`config.mk`:
```
export PLATFORM = sky130hd
export DESIGN_NAME = pipeline_credit_ctrl
export DESIGN_NICKNAME = d
export VERILOG_FILES = /design/src/rtl/bf_pipe_pkg.sv /design/src/rtl/sync_fifo_ctrl.sv /design/src/rtl/pipeline_credit_ctrl.sv
export SDC_FILE = /design/constraint.sdc
export NUM_CORES = 1
export LEC_CHECK = 0
export CELL_PAD_IN_SITES_DETAIL_PLACEMENT = 1
export CELL_PAD_IN_SITES_GLOBAL_PLACEMENT = 2
export CORE_MARGIN = 3
export CORE_UTILIZATION = 45
export DETAILED_ROUTE_END_ITERATION = 7
export PLACE_DENSITY = 0.85
export SLEW_MARGIN = 20
export SYNTH_ARGS = -nofsm -noshare
export SYNTH_HDL_FRONTEND = slang
export SYNTH_HIERARCHICAL = 1
export SYNTH_SLANG_ARGS = --single-unit
```
`constraint.sdc`:
```
create_clock -name clk -period 4.49 [get_ports clk]
set_input_delay 1.1225 -clock clk [delete_from_list [all_inputs] [get_ports clk]]
set_output_delay 1.1225 -clock clk [all_outputs]
set_load 0.1 [all_outputs]
```
`src/rtl/bf_pipe_pkg.sv`:
```
// Shared types and sizing helpers for the bilateral-filter pipeline flow-control blocks.
package bf_pipe_pkg;

    typedef struct packed {
        logic acc;
        logic pop;
        logic capture;
    } handshake_t;

    function automatic int cnt_w(input int depth);
        return $clog2(depth + 1);
    endfunction

    // A depth-1 FIFO still needs a 1-bit pointer to keep vector ranges legal.
    function automatic int ptr_w(input int depth);
        return (depth > 1) ? $clog2(depth) : 1;
    endfunction

endpackage

```
`src/rtl/sync_fifo_ctrl.sv`:
```
// Register-based output FIFO with wrap-around pointers that need not be a power of two.
module sync_fifo_ctrl
    import bf_pipe_pkg::*;
#(
    parameter int DATA_WIDTH = 16,
    parameter int FIFO_DEPTH = 8
) (
    input  logic                  clk,
    input  logic                  rst_n,
    input  logic                  clr,
    input  logic                  wr_en,
    input  logic [DATA_WIDTH-1:0] wr_data,
    input  logic                  rd_en,
    output logic [DATA_WIDTH-1:0] rd_data,
    output logic                  empty,
    output logic                  full
);

    localparam int PTR_W = ptr_w(FIFO_DEPTH);
    localparam int CNT_W = cnt_w(FIFO_DEPTH);
    localparam logic [PTR_W-1:0] LAST_PTR = PTR_W'(FIFO_DEPTH - 1);

    logic [DATA_WIDTH-1:0] mem_q [FIFO_DEPTH];
    logic [PTR_W-1:0]      wrPtr_q, wrPtr_d;
    logic [PTR_W-1:0]      rdPtr_q, rdPtr_d;
    logic [CNT_W-1:0]      count_q, count_d;
    logic                  doRd;

    function automatic logic [PTR_W-1:0] nextPtr(input logic [PTR_W-1:0] p);
        return (p == LAST_PTR) ? '0 : p + 1'b1;
    endfunction

    assign doRd    = rd_en & ~empty;
    assign empty   = (count_q == '0);
    assign full    = (count_q == CNT_W'(FIFO_DEPTH));
    assign rd_data = mem_q[rdPtr_q];

    always_comb begin
        wrPtr_d = wrPtr_q;
        rdPtr_d = rdPtr_q;
        count_d = count_q;
        if (clr) begin
            wrPtr_d = '0;
            rdPtr_d = '0;
            count_d = '0;
        end else begin
            if (wr_en) wrPtr_d = nextPtr(wrPtr_q);
            if (doRd)  rdPtr_d = nextPtr(rdPtr_q);
            count_d = count_q + CNT_W'(wr_en) - CNT_W'(doRd);
        end
    end

    always_ff @(posedge clk or negedge rst_n) begin
        if (!rst_n) begin
            wrPtr_q <= '0;
            rdPtr_q <= '0;
            count_q <= '0;
        end else begin
            wrPtr_q <= wrPtr_d;
            rdPtr_q <= rdPtr_d;
            count_q <= count_d;
        end
    end

    // Storage needs no reset: contents are only observed behind a non-zero count.
    always_ff @(posedge clk) begin
        if (wr_en && !clr) mem_q[wrPtr_q] <= wr_data;
    end

endmodule

```
`src/rtl/pipeline_credit_ctrl.sv`:
```
// Credit-based valid/ready wrapper around a fixed-latency, non-stallable datapath.
module pipeline_credit_ctrl
    import bf_pipe_pkg::*;
#(
    parameter int DATA_WIDTH = 16,
    parameter int LATENCY    = 4,
    parameter int FIFO_DEPTH = 8
) (
    input  logic                             clk,
    input  logic                             rst_n,
    input  logic                             clr,
    input  logic                             s_valid,
    output logic                             s_ready,
    input  logic [DATA_WIDTH-1:0]            s_data,
    output logic [DATA_WIDTH-1:0]            pipe_in,
    input  logic [DATA_WIDTH-1:0]            pipe_out,
    output logic                             m_valid,
    input  logic                             m_ready,
    output logic [DATA_WIDTH-1:0]            m_data,
    output logic [cnt_w(FIFO_DEPTH)-1:0]     reserved
);

    localparam int CNT_W = cnt_w(FIFO_DEPTH);

    if (LATENCY < 1) begin : gBadLatency
        $error("pipeline_credit_ctrl: LATENCY must be >= 1");
    end
    if (FIFO_DEPTH < 1) begin : gBadDepth
        $error("pipeline_credit_ctrl: FIFO_DEPTH must be >= 1");
    end

    logic [LATENCY-1:0] vld_q, vld_d;
    logic [CNT_W-1:0]   reserved_q, reserved_d;
    handshake_t         hs;
    logic               fifoEmpty;
    logic               fifoFull;

    // Credit is taken from registered state only, so s_ready never sees m_ready or s_valid.
    assign s_ready  = ~clr & (reserved_q < CNT_W'(FIFO_DEPTH));
    assign m_valid  = ~fifoEmpty;
    assign pipe_in  = s_data;
    assign reserved = reserved_q;

    always_comb begin
        hs         = '0;
        hs.acc     = s_valid & s_ready;
        hs.pop     = m_valid & m_ready;
        hs.capture = vld_q[LATENCY-1];
    end

    always_comb begin
        vld_d      = '0;
        reserved_d = '0;
        if (!clr) begin
            vld_d[0] = hs.acc;
            for (int i = 1; i < LATENCY; i++) vld_d[i] = vld_q[i-1];
            reserved_d = reserved_q + CNT_W'(hs.acc) - CNT_W'(hs.pop);
        end
    end

    always_ff @(posedge clk or negedge rst_n) begin
        if (!rst_n) begin
            vld_q      <= '0;
            reserved_q <= '0;
        end else begin
            vld_q      <= vld_d;
            reserved_q <= reserved_d;
        end
    end

    sync_fifo_ctrl #(
        .DATA_WIDTH (DATA_WIDTH),
        .FIFO_DEPTH (FIFO_DEPTH)
    ) uFifo (
        .clk     (clk),
        .rst_n   (rst_n),
        .clr     (clr),
        .wr_en   (hs.capture),
        .wr_data (pipe_out),
        .rd_en   (hs.pop),
        .rd_data (m_data),
        .empty   (fifoEmpty),
        .full    (fifoFull)
    );

    // Capture is bounded by credit, so a write into a full FIFO means the accounting broke.
    noOverflow: assert property (@(posedge clk) disable iff (!rst_n)
        !(hs.capture && fifoFull && !clr));

endmodule

```
== Yosys cells after proc, flatten, opt, wreduce, memory -nomap -nowiden ==
Memory sizes are Yosys's and may differ from the RTL's.
Index checks and enable logic that the tools add are counted.

* Register bits: 18
* Memory bits (writable): 128
* Bits of input ports: 37
* Output and inout port bits: 38
* Logic and storage cells: 37
* Memories: 1

* Add/subtract/negate cells: 6
* Order comparisons: 1
* Equal/unequal tests: 2
* Mux-type cells: 11
* Bitwise gates (word level): 6
* Reductions and logical operators: 5

{| class="wikitable"
|+ Memory list
! memory !! words !! bits a word !! read ports !! clocked after Yosys merged registers in !! wr ports !! RTL line !! source
|-
| uFifo.mem_q || 8 || 16 || 1 || 0 || 1 || sync_fifo_ctrl.sv:23 || <nowiki>logic [DATA_WIDTH-1:0] mem_q [FIFO_DEPTH];</nowiki>
|}

{| class="wikitable"
|+ Operators with widths
! cell !! number
|-
| $mux W3 || 6
|-
| $mux W4 || 3
|-
| $add A4 B1 Y4 || 2
|-
| $sub A4 B1 Y4 || 2
|-
| $add A3 B1 Y3 const B || 2
|-
| $eq A3 B3 Y1 const B || 2
|-
| $and A1 B1 Y1 || 4
|-
| $logic_not A4 Y1 || 1
|-
| $lt A4 B4 Y1 const B || 1
|-
| $reduce_bool A2 Y1 || 2
|-
| $mux W1 || 2
|-
| $not A1 Y1 || 2
|-
| $logic_and A1 B1 Y1 || 1
|-
| $logic_not A1 Y1 || 1
|}

== Logic depth before layout (Yosys ltp) ==
* Depth after elaboration: 6
* Depth in mapped cells: 13
* Depth with buffers taken out: 13

== Hierarchy ==
Netlist, hierarchy kept.

{| class="wikitable"
|+ By module, submodules not included
! module !! instances !! cells an instance !! area an instance (µm²) !! seq. area each (µm²)
|-
| sync_fifo_ctrl || 1 || 259 || 5569.1 || 4093.9
|-
| pipeline_credit_ctrl || 1 || 51 || 510.5 || 200.2
|}

== Worst setup path before layout ==
OpenSTA, ideal clock, no wires.

* Path kind: in2reg
* Start: input port clr
* End: register reserved_q[2], in the netlist reserved[2]
* Library setup time: 0.119 ns
* Arrival: 3.705 ns
* Required time: 4.371 ns
* Slack: 0.667 ns
* Stages on the path: 8
* Buffers on the path: 0
* Cells stage by stage: nor2_1 -> nand2_1 -> ha_1 -> inv_1 -> ha_1 -> fa_1 -> xnor2_1 -> nor2_1

* Longest elaborated chain between the ends: 6

{| class="wikitable"
|+ RTL lines
! item !! RTL line !! source
|-
| from (decl) || pipeline_credit_ctrl.sv:11 || <nowiki>input logic clr,</nowiki>
|-
| $not A1 Y1 || pipeline_credit_ctrl.sv:39 || <nowiki>assign s_ready = ~clr & (reserved_q < CNT_W'(FIFO_DEPTH));</nowiki>
|-
| $and A1 B1 Y1 || pipeline_credit_ctrl.sv:39 ||
|-
| $and A1 B1 Y1 || pipeline_credit_ctrl.sv:46 || <nowiki>hs.acc = s_valid & s_ready;</nowiki>
|-
| $add A4 B1 Y4 || pipeline_credit_ctrl.sv:57 || <nowiki>reserved_d = reserved_q + CNT_W'(hs.acc) - CNT_W'(hs.pop);</nowiki>
|-
| $sub A4 B1 Y4 || pipeline_credit_ctrl.sv:57 ||
|-
| $mux W4 * || pipeline_credit_ctrl.sv:54 || <nowiki>if (!clr) begin</nowiki>
|-
| named net reserved_d[2] || pipeline_credit_ctrl.sv:33 || <nowiki>logic [CNT_W-1:0] reserved_q, reserved_d;</nowiki>
|-
| to (signal assigned) || pipeline_credit_ctrl.sv:67 || <nowiki>reserved_q <= reserved_d;</nowiki>
|-
| to (decl) || pipeline_credit_ctrl.sv:33 ||
|}

Mark *: on every way through the listed nets, which the timed path passes. The rest lies on a longest branch.
A chain may end at the register's enable or synchronous reset.

== Worst setup path in the final report ==
* Start: register uFifo.count_q[2]
* End: output port m_valid

* Longest elaborated chain between the ends: 2

{| class="wikitable"
|+ RTL lines
! item !! RTL line !! source
|-
| from (decl) || sync_fifo_ctrl.sv:26 || <nowiki>logic [CNT_W-1:0] count_q, count_d;</nowiki>
|-
| from (signal assigned) || sync_fifo_ctrl.sv:61 || <nowiki>count_q <= count_d;</nowiki>
|-
| $logic_not A4 Y1 || sync_fifo_ctrl.sv:34 || <nowiki>assign empty = (count_q == '0);</nowiki>
|-
| named net fifoEmpty || pipeline_credit_ctrl.sv:35 || <nowiki>logic fifoEmpty;</nowiki>
|-
| $not A1 Y1 || pipeline_credit_ctrl.sv:40 || <nowiki>assign m_valid = ~fifoEmpty;</nowiki>
|-
| to (decl) || pipeline_credit_ctrl.sv:17 || <nowiki>output logic m_valid,</nowiki>
|}

The timed path passes the listed nets, and every way through them passes these cells.

==> impl_summary.md <==
Outcome
The run finished with clean final reports.

Logic synthesis
The mean instance size in the synthesized netlist is 19.7 µm². The Yosys step of the flow raised 6 warnings. The number of nets produced by synthesis is 360. The cell count after synthesis came out at 308.

Summing every instance area after synthesis gives 0.00606 mm².

Clock tree
At the later pin of the worst-skew pair, clock insertion delay measures 0.42 ns. CTS saw 146 sinks. The count of H-tree levels built during CTS is 4. The post-CTS resize count is 0. The TritonCTS buffer count is 17. The number of hold buffers added after CTS is 0. The clock tree root buffer cell is sky130_fd_sc_hd__clkbuf_16. Counting along the longest clock path gives a buffer depth of 2. TritonCTS built the clock tree. Clock-pin slew was measured on the worst setup and hold paths at 0.06 ns. The total setup buffers inserted after CTS is 0.

Die
The die is 122 µm tall. The core box area is 0.0129 mm². The area enclosed by the die boundary is 0.0149 mm². In this run the count of I/O pins placed on the die edge is 75. Once the floorplan was initialized, standard cells occupied 47.1% of the core. The number of standard-cell rows in the floorplan is 41. The chip width is 122 µm.

Worst setup path
The largest delay contributor family on the critical path is buffers and inverters. The required time at the endpoint of the critical path is 3.37 ns. The peak fanout along the critical path is 7. Traced cell by cell, the critical path runs through inv_1, ha_1, or3b_2, inv_1, inv_1, clkdlybuf4s50_1. In this design, the stage delay of the slowest critical-path cell is 0.96 ns. The startpoint identified for the worst register-to-register timing path is uFifo/count_q[2]. STA classifies the critical path startpoint as a flop.

The buffer and inverter count on the worst path is 4. The critical path's slowest cell is sky130_fd_sc_hd__clkdlybuf4s50_1. STA classifies the critical path endpoint as an output port.

In this run the critical register-to-register path is captured at uFifo/count_q[2]. The cell count of the worst reg-to-reg path is 13. The critical path data arrival time is 2.70 ns.

Among the stages of the critical path, the cell type that occurs most often is sky130_fd_sc_hd__inv_1. The flop-to-flop setup slack is 1.64 ns. The type of the worst setup path is flop to output port.

Drt
The number of vias after detailed routing is 2955. After detailed routing, the number of vias per cell comes to 5.49. The count of TritonRoute iterations in the first routing pass is 4.

For this block, the routed nets add up to 12.6 mm of wire. The post-detailed-route count of antenna-violating nets is 0. In the final routed layout, each cell accounts on average for 23.4 µm. For this block, the initial DRC count from the detailed router was 209. In the routed design, unresolved DRC markers number 0.

STA
The worst-case clock skew is 0.00686 ns. After layout, the worst path uses 85.1% of the clock period. Based on the critical path, the design can be clocked at up to 0.262 GHz. For the pin with the worst max-slew slack, the measured transition is 0.993 ns. Setup repair after global routing left no endpoint under its margin. The final hold violation count was 0. The worst slew slack as a fraction of its limit is 33.6%. The max-slew violation total from the final report came to 0. The minimum period implied by the final worst setup slack is 3.82 ns.

The setup violation total in the final timing report is 0. For the final routed database, the setup TNS stands at 0 ns. Across all setup checks in the final design, the least slack found is 0.668 ns.

Place
The minimum setup slack after placement is 0.995 ns. The final estimated routing congestion in global placement is 0.705. Buffers placed on the I/O ports in this run total 42. The total placed cells including tap cells is 506. The post-DP HPWL is 7.58 mm.

GRT
The initial antenna violation count is 0. The largest net degree at the start of global routing is 28. After global routing the overflow that remains totals 0.

The via count of the first global-routing pass came to 3251. The first-pass GRT wire length is 19.3 mm. The total global routing track utilization is 18.3%.

Hold path
Counting instances, the worst hold path has a depth of 1. The kind of path behind the tightest hold check is flop to flop. The startpoint of the most critical hold path is vld_q[0]. The worst hold path terminates at vld_q[1].

Cells and area
The repair_antennas step left the layout with diodes totalling 0. The area added between synthesis and finish is 19.6%. The number of fill cells in the layout is 1130.

The footprint of the multi-input gates is 0.00154 mm². Leaving out fill and tap cells, the most frequent cell in the layout is sky130_fd_sc_hd__edfxtp_1. The top cell types in the final layout, fill and taps aside, are sky130_fd_sc_hd__edfxtp_1 (128), sky130_fd_sc_hd__buf_4 (28), sky130_fd_sc_hd__clkdlybuf4s50_1 (25), sky130_fd_sc_hd__mux4_1 (21). The non-filler instance count after layout is 538. Registers take 0.00430 mm².

The fraction of final layout cells sized beyond drive strength 1 is 26.2%. The number of nets in the layout is 405.

Power and ir drop
The maximum ir drop on the vdd rail is 0.000306 V. The power density normalized to cell area is 581 mW/mm². The power after layout is 0.00421 W.

The leakage power figure is 2.52 nW.

Flow run
The reported max-cap violation count is 0.
state kept, by name, indices dropped and copies added, names as in the netlist:
register and count:
vld_q 4, uFifo/rdPtr_q 3, uFifo/count_q 4, uFifo/wrPtr_q 3, uFifo/mem_q 128, reserved 4
worst max path at each step:
stage | start | endpoint | slack [ns] | cells after the start
floorplan | clr | reserved[2] | 0.67 | 8
global placement | uFifo/rdPtr_q[2] | m_data[7] | 1.12 | 4
detailed placement | uFifo/rdPtr_q[2] | m_data[2] | 0.99 | 4
CTS | uFifo/rdPtr_q[2] | m_data[2] | 0.57 | 4
global route | uFifo/count_q[2] | m_valid | 0.54 | 6
finish | uFifo/count_q[2] | m_valid | 0.67 | 6
metal layers:
layer	vias up	routed length, µm	global-route usage (%)
li1	1300	-	-
met1	1550	5110	22.8
met2	87	6700	30.7
met3	18	595	4.78
met4	0	195	7.35
met5	-	0	0
stage by stage:
| stage | hold slack, ns | util (%) | cell area, µm² |
|---|---|---|---|
| after floorplan | 0.439 | - | 6060 |
| after global placement | 0.455 | 51.1 | 6590 |
| after detailed placement | 0.464 | 51.1 | 6590 |
| after CTS | 0.488 | 56.3 | 7250 |
| after global routing | 0.512 | 56.3 | 7250 |
| final | 0.479 | 56.3 | 7250 |
layout make-up:
cell class | count | share of cell area (%)
repair buffers | 54 | 6.63
clock inverters | 14 | 3.24
inverters | 14 | 0.725
multi-input cells | 120 | 21.3
clock buffers | 18 | 5.92
well taps | 172 | 2.97
flip-flops and latches | 146 | 59.2
where the power goes:
group          total, W  internal, W  switching (W)
combinational   0.00106     0.000325       0.000734
sequential      0.00158      0.00152      0.0000612
clock           0.00158      0.00104       0.000535
total           0.00421      0.00288        0.00133
Power figures use the tool's default switching activity.
==> RTL edit 1, RTL diff (same flow settings) <==
`FIFO_DEPTH` is set to 8 in 2 places; all go to 16.
--- a/src/rtl/sync_fifo_ctrl.sv
+++ b/src/rtl/sync_fifo_ctrl.sv
@@ -3,7 +3,7 @@
     import bf_pipe_pkg::*;
 #(
     parameter int DATA_WIDTH = 16,
-    parameter int FIFO_DEPTH = 8
+    parameter int FIFO_DEPTH = 16
 ) (
     input  logic                  clk,
     input  logic                  rst_n,
--- a/src/rtl/pipeline_credit_ctrl.sv
+++ b/src/rtl/pipeline_credit_ctrl.sv
@@ -4,7 +4,7 @@
 #(
     parameter int DATA_WIDTH = 16,
     parameter int LATENCY    = 4,
-    parameter int FIFO_DEPTH = 8
+    parameter int FIFO_DEPTH = 16
 ) (
     input  logic                             clk,
     input  logic                             rst_n,
Ports: changed (resized reserved); port bits go from 75 to 76. The function was not compared with the original's and may differ.
==> RTL edit 1 against the original RTL <==
- cell area rose by 83%
- worst setup slack lost 0.065 ns
- global-route usage is 0.75 points higher
- power is 70% higher
- register-to-register slack worse by 0.34 ns
- via count rose by 95%
- routed wire length is 100% higher
- sequential cell count increased by 132
- count of clock-buffer cells in the layout increased by 17
- clock skew rose by 0.013 ns
- first-iteration DRC count rose by 110%
- non-clock buffer count up 25
- fmax decreased by 1.7%
- synthesized area rose by 87%
- critical endpoint unchanged
==> RTL edit 1: results (changes against the original RTL) <==
* Worst hold-check path type: reg -> reg
* Share of layout cells above drive strength 1 at 20.4% (-5.8 points)
* Total GRT Usage at 19.1% (+0.75 points)
* CTS buffer count at 28 (+11)
* Total inserted antenna cells at 0 (unchanged)
* Detailed-route via count at 5,758 (+95%)
* Pleak at 4.30 nW (+71%)
* Maximum vdd drop at 546 uV (+78%)
* Largest net degree at the start of global routing at 39 (+39%)
* Vias in the first global route at 6,321 (+94%)
* Top delay family on crit path: buffers and inverters
* CP max stage delay at 0.96 ns (about the same)
* Largest register FFs at 256 (+100%)
* Yosys warning count at 6 (unchanged)
* Post-cts resize count at 0 (unchanged)
* DRT Pass-1 Iters at 4 (unchanged)
* Detailed Route WL at 25,700 um (+100%)
* Slew HR at 34.9% (+1.3 points)
* Worst-path clk slew at 0.06 ns (about the same)
* CP max stage cell: clkdlybuf4s50_1
* Clk root buf: clkbuf_16
* Buffers added on ports at 43 (+2.4%)
* CTS H-tree depth at 1 (-3)
* Worst endpoint data arrival time at 2.76 ns (+0.06 ns)
* Mapped Nets at 655 (+82%)
* Latest clock arrival within the worst-skew pair at 0.52 ns (+0.10 ns)
* Max layer used: met4
* Status: finished clean
* Biggest register: uFifo/mem_q
* Area after DPL at 12,400 um^2 (+88%)
* WHS at 0.459 ns (-0.0197 ns)
* Initial antenna violation count at 0 (unchanged)
* Total gr overflow at 0 (unchanged)
* Estimated wirelength of the detail-placed design at 16,000 um (+110%)
* Met3 routed WL at 1600 um (+170%)
* RD Place Congestion at 0.744 (+5.5%)
* Wire length of the first global-routing pass at 38,400 um (+99%)
* Met2 WL at 13,200 um (+97%)
* Met1 WL at 10,200 um (+100%)
* Clk buf depth at 3 (+1)
* Worst Skew at 0.0197 ns (+0.0128 ns)
* Iter 0 DRT Violations at 431 (+110%)
* CP Max Fanout at 4 (-3)
* R2R Setup Slk at 1.30 ns (-0.34 ns)
* Post-CTS setup repair buffer count at 0 (unchanged)
* NumNets Final at 720 (+78%)
RTL edit 1: where the power goes:
part | switching [W] | leakage, nW | total [W] | internal [W]
sequential | 0.0000691 | 2.59 | 0.00294 | 0.00288
combinational | 0.00113 | 1.26 | 0.00189 | 0.000754
clock | 0.000928 | 0.451 | 0.00233 | 0.00141
RTL edit 1: path summary, 6_finish.rpt:
check,start,end,depth (start not counted)
worst min register to register,vld_q[1],vld_q[2],1
worst max-delay path,uFifo/count_q[2],m_valid,6
worst max register to register,uFifo/count_q[2],uFifo/count_q[4],16
worst min-delay path,vld_q[1],vld_q[2],1
min in group asynchronous,rst_n,uFifo/count_q[3],1
max in group asynchronous,rst_n,uFifo/rdPtr_q[1],1
RTL edit 1: layout make-up:
class	instances	area, um^2
fillers	2212	11300
flip-flops and latches	278	8240
multi-input cells	257	2730
repair buffers	79	891
clock buffers	35	748
well taps	324	405
clock inverters	15	180
inverters	21	78.8
RTL edit 1: through the flow:
stage               cells  power, W  util (%)  setup WS, ns
floorplan             600   0.00444         -        0.0533
detailed placement    959   0.00490      50.3         0.738
finish               1009   0.00717      54.1         0.603
global placement      959   0.00482      50.3         0.973
global route         1009   0.00746      54.1         0.451
CTS                  1009   0.00725      54.1         0.560
RTL edit 1: routing by layer:
metal,up-vias,track usage [%]
met3,53,2.88
met2,176,32.9
met4,0,5.41
met1,3019,25.3
li1,2510,-
met5,-,0
RTL edit 1: worst reg2reg max path, cell delays in order (launching register included):
cell and delay [ns]:
dfrtp_1 0.40, inv_1 0.09, ha_1 0.14, or4b_1 0.50
inv_1 0.11, nor2b_1 0.09, nand2_1 0.18, inv_1 0.07
ha_1 0.27, inv_1 0.06, ha_1 0.15, inv_1 0.06
fa_1 0.39, nor2b_1 0.19, o21bai_1 0.11, nand3_1 0.10
nor3b_1 0.21
==> RTL edit 2, RTL diff (config.mk and constraints unchanged) <==
Without the edit above. Make the reset (`rst_n`) synchronous in 2 clocked blocks.
--- a/src/rtl/sync_fifo_ctrl.sv
+++ b/src/rtl/sync_fifo_ctrl.sv
@@ -50,7 +50,7 @@
         end
     end
 
-    always_ff @(posedge clk or negedge rst_n) begin
+    always_ff @(posedge clk) begin
         if (!rst_n) begin
             wrPtr_q <= '0;
             rdPtr_q <= '0;
--- a/src/rtl/pipeline_credit_ctrl.sv
+++ b/src/rtl/pipeline_credit_ctrl.sv
@@ -58,7 +58,7 @@
         end
     end
 
-    always_ff @(posedge clk or negedge rst_n) begin
+    always_ff @(posedge clk) begin
         if (!rst_n) begin
             vld_q      <= '0;
             reserved_q <= '0;
Behaviour: differs if rst_n is asserted again (counterexample within 4 cycles, from zero or initial values and one cycle with rst_n low); with rst_n held inactive, the same outputs for 10 cycles.
==> RTL edit 2 against the original RTL <==
- synthesized area rose by 0.27%
- die area rose by 0.25%
- worst setup slack improved by 0.096 ns
- synthesized cell count rose by 1.9%
- cell area fell by 0.38%
- sequential cell count rose by 3
- via count fell by 2.4%
- routed wire length fell by 13%
- critical path type unchanged
- critical endpoint unchanged
Power is not compared: it rests on default switching activity, and its combinational part moved more than twofold at a synthesized area within 25%.
==> RTL edit 2: results (changes against the original RTL) <==
* Status: finished clean
* Switch share at a little under a fifth
* Vias in the first global route at 3,125 (-3.9%)
* Residual DRC at 0 (unchanged)
* CP Max Fanout at 7 (unchanged)
* Post-CTS setup repair buffer count at 0 (unchanged)
* Worst Skew at 0.00540 ns (-0.00147 ns)
* Biggest register: uFifo/mem_q
* RD Place Congestion at 0.694 (-1.5%)
* CTS H-tree depth at 4 (unchanged)
* Total GRT Usage at 16.0% (-2.3 points)
* Maximum vdd drop at a little under 300 uV
* Share of layout cells above drive strength 1 at 22.0% (-4.2 points)
* Largest net degree at the start of global routing at 33 (+18%)
* Clk buf depth at 2 (unchanged)
* Worst endpoint data arrival time at 2.60 ns (-0.10 ns)
* Latest clock arrival within the worst-skew pair at 0.42 ns (about the same)
* CTS Hold Bufs at 0 (unchanged)
* Slew HR at 35.1% (+1.5 points)
* Iter 0 DRT Violations at 200 (-4.3%)
* Pleak at ~2.4 nW
* DRT Pass-1 Iters at 4 (unchanged)
* Wire length of the first global-routing pass at 17,000 um (-12%)
* NumNets Final at 412 (+1.7%)
* Largest register FFs at 128 (unchanged)
* Initial antenna violation count at 0 (unchanged)
* Estimated wirelength of the detail-placed design at 6610 um (-13%)
* Clk root buf: clkbuf_16
* CTS buffer count at 17 (unchanged)
* Vias per cell at 5.29 (-3.6%)
* Yosys warning count at 6 (unchanged)
* Mapped Nets at 366 (+1.7%)
* Worst hold-check path type: reg -> reg
* Detailed Route WL at 11,000 um (-13%)
* Total inserted antenna cells at 0 (unchanged)
* Post-cts resize count at 0 (unchanged)
* Buffers added on ports at 42 (unchanged)
[RTL edit 2: final timing paths]
path | startpoint | to | slack, ns | depth (start not counted)
worst max-delay path | uFifo/count_q[2] | m_valid | 0.76 | 6
worst min-delay path | vld_q[1] | vld_q[2] | 0.43 | 1
worst max register to register | uFifo/count_q[2] | uFifo/count_q[2] | 1.77 | 13
worst min register to register | vld_q[1] | vld_q[2] | 0.43 | 1
[RTL edit 2: cell type report]
type                            instances  area, um^2
Multi-Input combinational cell        126        1590
Sequential cell                       149        4260
Clock inverter                         14         221
Tap cell                              172         215
Clock buffer                           18         429
Inverter                               14        52.6
Timing Repair Buffer                   52         453
Fill cell                            1163        5700
[RTL edit 2: stage by stage]
| step | instances | setup WS, ns | util, % | power, W | cell area, um^2 |
|---|---|---|---|---|---|
| 2_1_floorplan | 314 | 0.720 | - | 0.00161 | 6080 |
| 3_3_place_gp | 513 | 1.15 | 50.8 | 0.00158 | 6570 |
| 3_5_place_dp | 513 | 1.08 | 50.8 | 0.00158 | 6570 |
| 4_1_cts | 545 | 0.739 | 55.9 | 0.00313 | 7220 |
| 5_1_grt | 545 | 0.652 | 55.9 | 0.00320 | 7220 |
| 6_report | 545 | 0.764 | 55.9 | 0.00310 | 7220 |
[RTL edit 2: critical path, cell delays in order, from the launching register on]
cell	delay (ns)
dfxtp_1	0.30
inv_1	0.07
ha_1	0.14
or3b_2	0.48
inv_1	0.17
inv_1	0.06
clkdlybuf4s50_1	0.97
[RTL edit 2: power groups by stage]
stage / Clock [W] / Combinational, W / Sequential [W]
final: 0.00154 / 0.0000501 / 0.00150
after CTS: 0.00158 / 0.0000510 / 0.00150
after detailed placement: 0 / 0.0000509 / 0.00153
after global routing: 0.00164 / 0.0000554 / 0.00150
after global placement: 0 / 0.0000484 / 0.00153
after floorplan: 0 / 0.0000781 / 0.00154
[RTL edit 2: metal layers]
metal	up-vias	track usage [%]	share of wire, %
li1	1330	-	-
met1	1485	19.1	42
met2	61	26.6	52
met3	9	5.90	5.0
met4	0	6.58	1.5
met5	-	0	0
